<file path="config.mk">
export PLATFORM = sky130hd
export DESIGN_NAME = mips_ctrl_encoder
export DESIGN_NICKNAME = d
export VERILOG_FILES = /design/src/rtl/mips_ctrl_encoder.sv
export SDC_FILE = /design/constraint.sdc
export NUM_CORES = 1
export LEC_CHECK = 0
export BUFFER_PORTS_ARGS = -buffer_cell sky130_fd_sc_hd__buf_2
export CAP_MARGIN = 10
export CORE_UTILIZATION = 30
export DETAILED_ROUTE_END_ITERATION = 16
export MAX_ROUTING_LAYER = met4
export PLACE_DENSITY_LB_ADDON = 0.15
export REMOVE_ABC_BUFFERS = 1
export SYNTH_ARGS = -nofsm -noshare
export SYNTH_HDL_FRONTEND = slang
export SYNTH_SLANG_ARGS = --single-unit
</file>
<file path="constraint.sdc">
create_clock -name clk -period 4.2 [get_ports clk]
set_clock_uncertainty 0.2 [all_clocks]
set_input_delay 0.63 -clock clk [delete_from_list [all_inputs] [get_ports clk]]
set_output_delay 0.63 -clock clk [all_outputs]
set_load 0.03 [all_outputs]
</file>
<file path="src/rtl/mips_ctrl_encoder.sv">
// mips_ctrl_encoder: rebuilds MIPS instruction words from control bundles and streams them into instruction memory.
// Optional macro MIPS_FIELD_CHECK_EN additionally rejects bad R-type funct/rd and lw rt=0.
module mips_ctrl_encoder #(
  parameter int ADDR_W = 8,
  parameter int DEPTH = 256
) (
  input  logic              clk,
  input  logic              reset,
  input  logic              clr,
  input  logic              in_valid,
  output logic              in_ready,
  input  logic              RegDst,
  input  logic              ALUSrc,
  input  logic              MemtoReg,
  input  logic              RegWrite,
  input  logic              MemRead,
  input  logic              MemWrite,
  input  logic              Branch,
  input  logic              ALUOp1,
  input  logic              ALUOp0,
  input  logic [4:0]        rs,
  input  logic [4:0]        rt,
  input  logic [4:0]        rd,
  input  logic [5:0]        funct,
  input  logic [15:0]       imm,
  output logic              mem_we,
  output logic [ADDR_W-1:0] mem_addr,
  output logic [31:0]       mem_wdata,
  output logic [5:0]        op_out,
  output logic              err,
  output logic              full,
  output logic [ADDR_W:0]   count
);
  localparam logic [1:0] IDLE = 2'd0, DECODE = 2'd1, WRITE = 2'd2, FULL = 2'd3;
  localparam logic [ADDR_W:0] LAST = (ADDR_W+1)'(DEPTH-1);
  logic [1:0] state;
  logic [8:0] ctl;
  logic [4:0] rs_q, rt_q, rd_q;
  logic [5:0] funct_q, op;
  logic [15:0] imm_q;
  logic is_r, is_lw, is_sw, is_beq, bad, legal;
  logic [31:0] word;
  always_comb begin
    is_r = ctl == 9'b100100010;
    is_lw = ctl == 9'b011110000;
    is_sw = {ctl[7], ctl[5:0]} == 7'b1001000;
    is_beq = {ctl[7], ctl[5:0]} == 7'b0000101;
`ifdef MIPS_FIELD_CHECK_EN
    bad = (is_r && (!(funct_q inside {6'b100000, 6'b100010, 6'b100100, 6'b100101, 6'b101010}) || rd_q == 5'd0))
        || (is_lw && rt_q == 5'd0);
`else
    bad = 1'b0;
`endif
    legal = (is_r || is_lw || is_sw || is_beq) && !bad;
    op = is_r ? 6'b000000 : is_lw ? 6'b100011 : is_sw ? 6'b101011 : 6'b000100;
    word = is_r ? {op, rs_q, rt_q, rd_q, 5'b0, funct_q} : {op, rs_q, rt_q, imm_q};
  end
  assign in_ready = state == IDLE && !reset;
  assign mem_we = state == WRITE && !clr;
  always_ff @(posedge clk or posedge reset) begin
    if (reset) begin
      state <= IDLE;
      ctl <= '0;
      rs_q <= '0;
      rt_q <= '0;
      rd_q <= '0;
      funct_q <= '0;
      imm_q <= '0;
      mem_addr <= '0;
      mem_wdata <= '0;
      op_out <= '0;
      err <= 1'b0;
      full <= 1'b0;
      count <= '0;
    end else if (clr) begin
      state <= IDLE;
      mem_addr <= '0;
      count <= '0;
      full <= 1'b0;
      err <= 1'b0;
    end else begin
      err <= 1'b0;
      if (state == IDLE && in_valid) begin
        ctl <= {RegDst, ALUSrc, MemtoReg, RegWrite, MemRead, MemWrite, Branch, ALUOp1, ALUOp0};
        rs_q <= rs;
        rt_q <= rt;
        rd_q <= rd;
        funct_q <= funct;
        imm_q <= imm;
        state <= DECODE;
      end else if (state == DECODE) begin
        if (legal) begin
          op_out <= op;
          mem_wdata <= word;
        end
        err <= !legal;
        state <= legal ? WRITE : IDLE;
      end else if (state == WRITE) begin
        mem_addr <= mem_addr + 1'b1;
        count <= count + 1'b1;
        full <= count == LAST;
        state <= count == LAST ? FULL : IDLE;
      end
    end
  end
endmodule

</file>
==> results_dict.tcl <==
set metrics [dict create \
    status "complete, no violations" \
    grt_usage 0.134 \
    synth_edf_count 0 \
    dpl.hpwl_um 5940 \
    path_buf_inv 1 \
    grt_pass1_vias 2773 \
    ys_seq_area_frac 0.570 \
    antenna_found_initial 0 \
    max_stage_delay_ps 620 \
    min_period_over_period 0.630 \
    grt_pass1_wl_um 14500 \
    yosys.area.top_type "dfrtp_1" \
    rsz0062_at_grt "false" \
    crit_path_top_delay_cell "o22ai_4" \
    setup_violations 0 \
    critPathCaptureType "flop" \
    maxCapViolCount 0 \
    hold_viol 0 \
    crit_family "compound AO/OA/AOI/OAI gates" \
    synth_cell_types 40 \
    die_w_um 120 \
    numCtsBuffers 9 \
    first_pass_iters 4 \
    final.fill_count 1346 \
    max_freq_ghz 0.378 \
    ir_drop_v 0.000241 \
    yosys-top-cells-count "96 x dfrtp_1, 68 x mux2_2, 21 x nor2_1" \
    wl_per_cell_um 14.7 \
    hold_class "reg -> reg" \
    tightest_slew_ps 1000 \
    antennaDiodeCount 0 \
    drt-initial-drc-count 71 \
    max_slew_margin 0.332 \
    die_h_um 120 \
    grt_max_degree 82 \
    viasPerCell 4.52 \
    drc 0 \
    clk_pin_slew_ps 60 \
    synth.avg_cell_area_um2 13.5 \
    critPathKind "reg -> reg" \
    drtAntennaViolNets 0 \
    yosys_register_bits 96 \
    ctsResizeCount 0 \
    cellPowerDensity_mw_per_mm2 463 \
    yosysMostFrequentCell "dfrtp_1" \
    core-area_mm2 0.0135 \
    layout_min_cycle_time_ps 2640 \
    initial_utilization 0.313 \
    ctsRootBufferMaster "clkbuf_16" \
    postCtsSetupBuffers 0 \
    maxSlewViolCount 0 \
    io_buffers 106 \
    clk_latency_ps 350 \
    cts_sinks 96 \
    yosys_warnings 0 \
    num_vias 2683 \
    worstPathRequired_ps 4230 \
    synth_ff_type "dfrtp_1" \
    final_cells 593 \
    cp.arrival_ps 2670 \
    wl_um 8750 \
    dieArea_mm2 0.0145 \
    syn_area_mm2 0.00421 \
    start_kind "flop" \
    pin_count 109 \
    clockBufferDepth 2 \
    synth_area_leaders "dfrtp_1 57%, mux2_2 18%, mux2_4 2.9%, xor2_1 2.1%, nor2_1 1.9%" \
    grt_overflow 0 \
    rows 42 \
    tritoncts "done" \
    crit_fanout 19 \
    async_flop_share 1.00 \
    drive_gt1_frac 0.496 \
    hold_buffers 0 \
    synthCells 312 \
    areaGrowthSynthToFinish_pct 22.3 \
    p_leak_nw 2.50 \
    setup_tns_ps 0 \
    synth_top_area_frac 0.570 \
    critical_path.cell_chain "nor4b_2 -> mux2i_1 -> o22ai_4 -> buf_4 -> mux2_2" \
    htreeDepth 3 \
    dp.cells 577 \
    finalWeightedCongestion 0.744 \
    num-nets-final 465 \
]
## per-stage QoR
step	hold WS (ps)	total power [mW]	worst slack, ps	utilization	area, um2
after floorplan	273	1.44	865	-	4050
after global placement	284	1.57	1220	0.360	4850
after detailed placement	290	1.58	1200	0.360	4850
after CTS	298	2.43	1480	0.383	5150
after global routing	297	2.51	1330	0.383	5150
final	300	2.38	1560	0.383	5150
## cell families after synthesis
group | share of synthesized area
AOI/OAI and AO/OA | 0.0241
xor gates and xnor gates | 0.0291
adders and majority gates | 0.00891
buffers and inverters | 0.0455
DFF | 0.570
muxes | 0.233
other | 0.000890
and+or+nand+nor | 0.0885
## path summary, 6_finish.rpt
| check | start | end | slack [ps] | depth (start not counted) |
|---|---|---|---|---|
| max in group asynchronous | reset | err | 2650 | 3 |
| worst min register to register | imm_q[0] | imm_q[0] | 300 | 1 |
| worst max-delay path | ctl[4] | mem_wdata[16] | 1560 | 5 |
| worst min-delay path | imm_q[0] | imm_q[0] | 300 | 1 |
| worst max register to register | ctl[4] | mem_wdata[16] | 1560 | 5 |
| min in group asynchronous | reset | mem_wdata[27] | 310 | 2 |
## area by class of cell
| cell class | count | area, um2 | share of cell area |
|---|---|---|---|
| sequential | 96 | 2400 | 0.466 |
| multi-input combinational | 187 | 1630 | 0.317 |
| timing repair buffer | 110 | 561 | 0.109 |
| clock buffer | 14 | 264 | 0.0513 |
| tap | 176 | 220 | 0.0427 |
| clock inverter | 2 | 37.5 | 0.00729 |
| inverter | 8 | 32.5 | 0.00632 |
## cells in the final DEF (no fill, tap or decap), drive strengths merged, types with 2 or more instances in the layout
cell type / instances
dfrtp: 96
ha: 3
xnor2: 4
inv: 8
and4bb: 2
a211oi: 2
mux2i: 6
nor2b: 2
xor2: 10
nor3: 2
nor2: 22
a21oi: 6
and3: 5
o21ai: 3
and4: 2
clkbuf: 14
nor4b: 2
nand3: 3
buf: 110
conb: 2
mux2: 79
nand4: 6
nand2: 18
## sequential cells by signal (all words and copies together), names as in the netlist
register   count
state          2
funct_q        6
mem_addr       8
imm_q         16
rs_q           5
ctl            9
rd_q           5
err            1
full           1
count          9
mem_wdata     29
rt_q           5
## layer usage
metal	vias up	GRT usage	share of wire
li1	1262	-	-
met1	1332	0.164	0.45
met2	77	0.203	0.47
met3	12	0.0519	0.064
met4	0	0.0440	0.012
met5	-	-	0
## power by group
part / leakage (nW) / internal [mW] / switching (mW)
registers: 1.21 / 1.05 / 0.0813
logic: 1.15 / 0.188 / 0.236
clock network: 0.143 / 0.495 / 0.335
total: 2.50 / 1.73 / 0.653
Note: power is estimated with default switching activity, not from simulation.
